===== src/rtl/oh_irq_pkg.sv =====
// Shared types for the interrupt collector: FSM state encoding.
package oh_irq_pkg;

    localparam int unsigned StateW = 2;

    typedef enum logic [StateW-1:0] {
        StIdle   = 2'd0,
        StAssert = 2'd1,
        StHold   = 2'd2
    } irq_state_e;

endpackage


===== src/rtl/oh_dsync.sv =====
// Two-flop synchronizer, DW bits wide, flops reset to 0.
module oh_dsync #(
    parameter int unsigned DW = 1
) (
    input  logic          clk_i,
    input  logic          nreset_i,
    input  logic [DW-1:0] d_i,
    output logic [DW-1:0] q_o
);

    logic [DW-1:0] meta_q;
    logic [DW-1:0] sync_q;

    always_ff @(posedge clk_i or negedge nreset_i) begin
        if (!nreset_i) begin
            meta_q <= '0;
            sync_q <= '0;
        end else begin
            meta_q <= d_i;
            sync_q <= meta_q;
        end
    end

    assign q_o = sync_q;

endmodule


===== src/rtl/oh_irq_collect.sv =====
// Interrupt collector: edge capture into sticky status, holdoff-limited irq, event counter.
// Define OH_IRQ_SYNC_EN to pass event_in through a 2-flop synchronizer first.
module oh_irq_collect
    import oh_irq_pkg::*;
#(
    parameter int unsigned DW      = 1,
    parameter int unsigned HOLDOFF = 4,
    parameter int unsigned CW      = 8
) (
    input  logic          clk_i,
    input  logic          nreset_i,
    input  logic [DW-1:0] event_in_i,
    input  logic [DW-1:0] en_i,
    input  logic          clr_valid_i,
    input  logic [DW-1:0] clr_mask_i,
    input  logic          cnt_clr_i,
    output logic [DW-1:0] status_o,
    output logic          irq_o,
    output logic [CW-1:0] evt_count_o
);

    localparam int unsigned HW = (HOLDOFF > 1) ? $clog2(HOLDOFF) : 1;
    localparam logic [HW-1:0] HoldLoad = (HOLDOFF > 0) ? HW'(HOLDOFF - 1) : '0;
    localparam logic [CW-1:0] CntMax = '1;

    logic [DW-1:0] event_s;
    logic [DW-1:0] event_q;
    logic [DW-1:0] rise;
    logic [DW-1:0] status_q, status_d;
    logic          pending;
    irq_state_e    state_q, state_d;
    logic [HW-1:0] hold_cnt_q, hold_cnt_d;
    logic          irq_q, irq_d;
    logic [CW-1:0] evt_count_q, evt_count_d;

`ifdef OH_IRQ_SYNC_EN
    oh_dsync #(
        .DW(DW)
    ) u_dsync (
        .clk_i   (clk_i),
        .nreset_i(nreset_i),
        .d_i     (event_in_i),
        .q_o     (event_s)
    );
`else
    assign event_s = event_in_i;
`endif

    assign rise    = event_s & ~event_q;
    assign pending = |(status_q & en_i);

    // New rises are OR-ed in after the clear so a coincident set wins.
    always_comb begin
        status_d = status_q;
        if (clr_valid_i) begin
            status_d = status_q & ~clr_mask_i;
        end
        status_d = status_d | rise;
    end

    always_comb begin
        state_d    = state_q;
        hold_cnt_d = hold_cnt_q;
        unique case (state_q)
            StIdle: begin
                if (pending) begin
                    state_d = StAssert;
                end
            end
            StAssert: begin
                if (!pending) begin
                    if (HOLDOFF > 0) begin
                        state_d    = StHold;
                        hold_cnt_d = HoldLoad;
                    end else begin
                        state_d = StIdle;
                    end
                end
            end
            StHold: begin
                // Leave on the edge the counter reaches 0; the IDLE cycle closes the window.
                if (hold_cnt_q <= HW'(1)) begin
                    state_d    = StIdle;
                    hold_cnt_d = '0;
                end else begin
                    hold_cnt_d = hold_cnt_q - HW'(1);
                end
            end
            default: begin
                state_d    = StIdle;
                hold_cnt_d = '0;
            end
        endcase
    end

    assign irq_d = (state_d == StAssert);

    always_comb begin
        evt_count_d = evt_count_q;
        if (cnt_clr_i) begin
            evt_count_d = '0;
        end else if ((|(rise & en_i)) && (evt_count_q != CntMax)) begin
            evt_count_d = evt_count_q + CW'(1);
        end
    end

    always_ff @(posedge clk_i or negedge nreset_i) begin
        if (!nreset_i) begin
            event_q     <= '0;
            status_q    <= '0;
            state_q     <= StIdle;
            hold_cnt_q  <= '0;
            irq_q       <= 1'b0;
            evt_count_q <= '0;
        end else begin
            event_q     <= event_s;
            status_q    <= status_d;
            state_q     <= state_d;
            hold_cnt_q  <= hold_cnt_d;
            irq_q       <= irq_d;
            evt_count_q <= evt_count_d;
        end
    end

    assign status_o    = status_q;
    assign irq_o       = irq_q;
    assign evt_count_o = evt_count_q;

endmodule


===== config.mk =====
export PLATFORM = sky130hd
export DESIGN_NAME = oh_irq_collect
export DESIGN_NICKNAME = d
export VERILOG_FILES = /design/src/rtl/oh_irq_pkg.sv /design/src/rtl/oh_dsync.sv /design/src/rtl/oh_irq_collect.sv
export SDC_FILE = /design/constraint.sdc
export NUM_CORES = 1
export LEC_CHECK = 0
export ABC_AREA = 1
export BUFFER_PORTS_ARGS = -buffer_cell sky130_fd_sc_hd__buf_2
export CAP_MARGIN = 20
export CORE_UTILIZATION = 57
export DETAILED_ROUTE_END_ITERATION = 8
export GPL_TIMING_DRIVEN = 0
export PLACE_DENSITY = 0.87
export SETUP_SLACK_MARGIN = 0.15
export SLEW_MARGIN = 5
export SYNTH_ARGS = -nofsm -noshare
export SYNTH_HDL_FRONTEND = slang
export SYNTH_HIERARCHICAL = 1
export SYNTH_SLANG_ARGS = --single-unit

===== constraint.sdc =====
create_clock -name clk_i -period 4.4 [get_ports clk_i]
set_clock_uncertainty 0.2 [all_clocks]
set_input_delay 0.22 -clock clk_i [delete_from_list [all_inputs] [get_ports clk_i]]
set_output_delay 0.22 -clock clk_i [all_outputs]
set_load 0.02 [all_outputs]

==> implementation parameters <==
Parameter                              Value

Power and ir drop
  Static Leak ... 0.6268 nW
  Power Density ... 358.5 nW/µm²
  Peak VDD IR ... 0.3098 mV

Global routing
  Remaining global-route overflow ... 0
  Initial antenna violation count ... 0
  Via count of the first global-routing pass ... 805
  Largest net degree at the start of global routing ... 16
  Wire length of the first global-routing pass ... 3249 µm
  Global-route total usage across every layer ... 0.2396

Place
  DP Wirelength ... 1387 µm
  Global placement routability congestion ... 0.8582
  Port Buffer Count ... 16
  Number of cells in the design after placement ... 153

Setup path
  CP Capture Type ... flip-flop
  Required arrival time at the worst endpoint ... 4390 ps
  Cell depth of the worst flop-to-flop path ... 8
  Startpoint class of the critical path ... flip-flop
  Critical setup path kind ... reg2reg
  Crit-path max FO ... 10
  Arrival time reported for the critical path endpoint ... 1590 ps

Finish
  Non-filler instance count after layout ... 161
  Ant diodes ... 0
  # nets final ... 158
  Layout cells sized above 1 ... 0.2207
  Synthesis-to-layout area growth ... 18.11%

Yosys
  Top cell type's share of synthesized area ... 0.4054
  Synth Register Bits ... 15
  Largest cells by area after synthesis ... dfrtp_1 (41%), nand2_1 (15%), nand3_1 (10%), ha_1 (6.8%), inv_1 (6.5%)
  Syn_nets ... 133
  Count of different cell masters after synthesis ... 20
  Post-synth design cell area ... 925.9 µm²
  Library cell occupying the most area in the post-synthesis netlist ... dfrtp_1
  Mapped Cells ... 121
  Proportion of synthesized chip area in sequential cells ... 0.4054
  Synth Area per Inst ... 7.652 µm²
  Warnings from Yosys ... 6

Floorplanning
  Die boundary height ... 42.31 µm
  Placement row count ... 14
  Effective utilization at floorplan ... 0.6146
  Core area ... 1506 µm²
  Width of the chip ... 42.31 µm
  Die Footprint ... 1790 µm²
  I/O pin total ... 17

Timing
  Hold Worst Slack ... 23.19 ps
  Post-route setup TNS ... 0 ps
  Achievable clock frequency ... 0.6249 GHz
  Minimum period implied by the final worst setup slack ... 1600 ps
  Rel. slew slack ... 0.7812
  Final Hold Violating Endpoints ... 0
  Slew at the pin closest to its max-slew limit ... 328.2 ps
  Share of the clock period used by the worst path ... 0.3637
  Number of max-slew violations in the final report ... 0
  Setup violations, final ... 0
  RSZ-0062 raised after global routing ... no

Hold path
  Worst hold path stage count ... 4
  Path category of the worst min-delay check ... in2reg

Clock tree
  CTS tree ... built
  Number of clock sinks ... 15
  Clk root buf ... clkbuf_4
  Clock slew seen by the registers of the worst setup and hold paths ... 100 ps
  Buffer levels on the longest clock path ... 2
  Clock latency at the later pin of the worst-skew pair ... 290 ps
  Max H-tree Level ... 1
  Number of CTS-inserted buffers ... 3
  Post-cts sizing count ... 0

Flow run
  Number of max-cap violations ... 0

Outcome
  Outcome ... finished clean

Route
  Detailed Routing Iterations Pass 1 ... 4
  Number of vias after detailed routing ... 851
  Remaining antenna violation count after routing ... 0
  Via count normalized by instance count ... 5.286
  Detail-routed net length per standard cell ... 12.01 µm
  Drt drc ... 0
  Number of DRC violations after detailed-routing iteration 0 ... 19
  Final wirelength ... 1933 µm
## repair_timing
| item | CTS | global route |
|---|---|---|
| buffers inserted | 0 | 0 |
| endpoints found under the hold margin | 17 | 0 |
| hold buffers | 4 | 0 |
## sequential cells by signal (all words and copies together) (netlist names)
register     flops
irq_o            1
evt_count_o      8
state_q          2
hold_cnt_q       2
event_q          1
status_o         1
## kinds of logic (layout without fill, tap and decap cells)
kind of cell    Yosys count  in the layout  synth area share
compound gates            8              8           0.05001
simple gates             74             74            0.3905
flops                    15             15            0.4054
buf+inv                  18             42           0.07703
xor+xnor                  1              1          0.009461
fa+ha+maj                 5              5           0.06757
## per-stage QoR
stage	instance area (µm²)	power [mW]	worst slack (ps)	util
3_3_place_gp	1026	0.2961	2876	0.6811
3_5_place_dp	1026	0.3066	2824	0.6811
2_1_floorplan	925.9	0.2702	2821	-
4_1_cts	1094	0.3898	2803	0.7259
6_report	1094	0.3920	2800	0.7259
5_1_grt	1094	0.4187	2696	0.7259
## final cells by class
cell class / count / area [µm²]
Timing Repair Buffer: 20 / 120.1
Buffer: 1 / 7.507
Multi-Input combinational cell: 88 / 479.2
Fill cell: 127 / 412.9
Sequential cell: 15 / 375.4
Clock inverter: 1 / 5.005
Inverter: 17 / 63.81
Clock buffer: 3 / 22.52
Tap cell: 16 / 20.02
## cells in the final DEF (no fill, tap or decap), types with 2 or more instances in the layout
master / instances
inv_1: 16
a21oi_1: 2
nand3_1: 19
nand3_2: 2
dlygate4sd3_1: 4
clkbuf_4: 3
nand2_2: 2
o21ai_0: 4
nand2_1: 36
dfrtp_1: 15
ha_1: 5
buf_2: 16
nand2_4: 2
nor2_1: 9
## worst paths after layout
kind	startpoint	endpoint	slack [ps]
worst min register to register	hold_cnt_q[1]$_DFFE_PN0P_	hold_cnt_q[1]$_DFFE_PN0P_	310
worst max-delay path	evt_count_o[0]$_DFFE_PN0P_	evt_count_o[3]$_DFFE_PN0P_	2800
worst min-delay path	cnt_clr_i	evt_count_o[3]$_DFFE_PN0P_	20
worst max register to register	evt_count_o[0]$_DFFE_PN0P_	evt_count_o[3]$_DFFE_PN0P_	2800
max in group asynchronous	nreset_i	evt_count_o[6]$_DFFE_PN0P_	3590
min in group asynchronous	nreset_i	irq_o$_DFF_PN0_	160
## worst max-delay path: stages (launching register included)
cell     delay, ps
dfrtp_1        430
ha_1           230
nand2_2        110
nor2_2         150
nand2_4         90
nand2_8        110
nand2_4         50
nand2_1         80
nand2_1         50
## routing by layer
layer | vias to the layer above | part of all wire | global-route usage
li1 | 425 | - | -
met2 | 23 | 0.49 | 0.4185
met4 | 0 | 0.019 | 0.1000
met3 | 5 | 0.044 | 0.02586
met1 | 398 | 0.45 | 0.2986
met5 | - | 0 | 0
## where the power goes
group / internal [mW] / total (mW) / switching, mW
clock: 0.0338 / 0.0824 / 0.0485
sequential: 0.161 / 0.176 / 0.0156
combinational: 0.0471 / 0.133 / 0.0862
## cells in the mapped netlist
cell and instances:
a21oi_1 2, buf_4 1, dfrtp_1 15, ha_1 5, inv_1 16, inv_2 1
nand2_1 36, nand2_2 2, nand2_4 2, nand2_8 1, nand3_1 19, nand3_2 2
nor2_1 9, nor2_2 1, nor2_4 1, nor3_1 1, o21ai_0 4, o21ai_2 1
o21bai_1 1, xor2_1 1
Power figures use the tool's default switching activity.
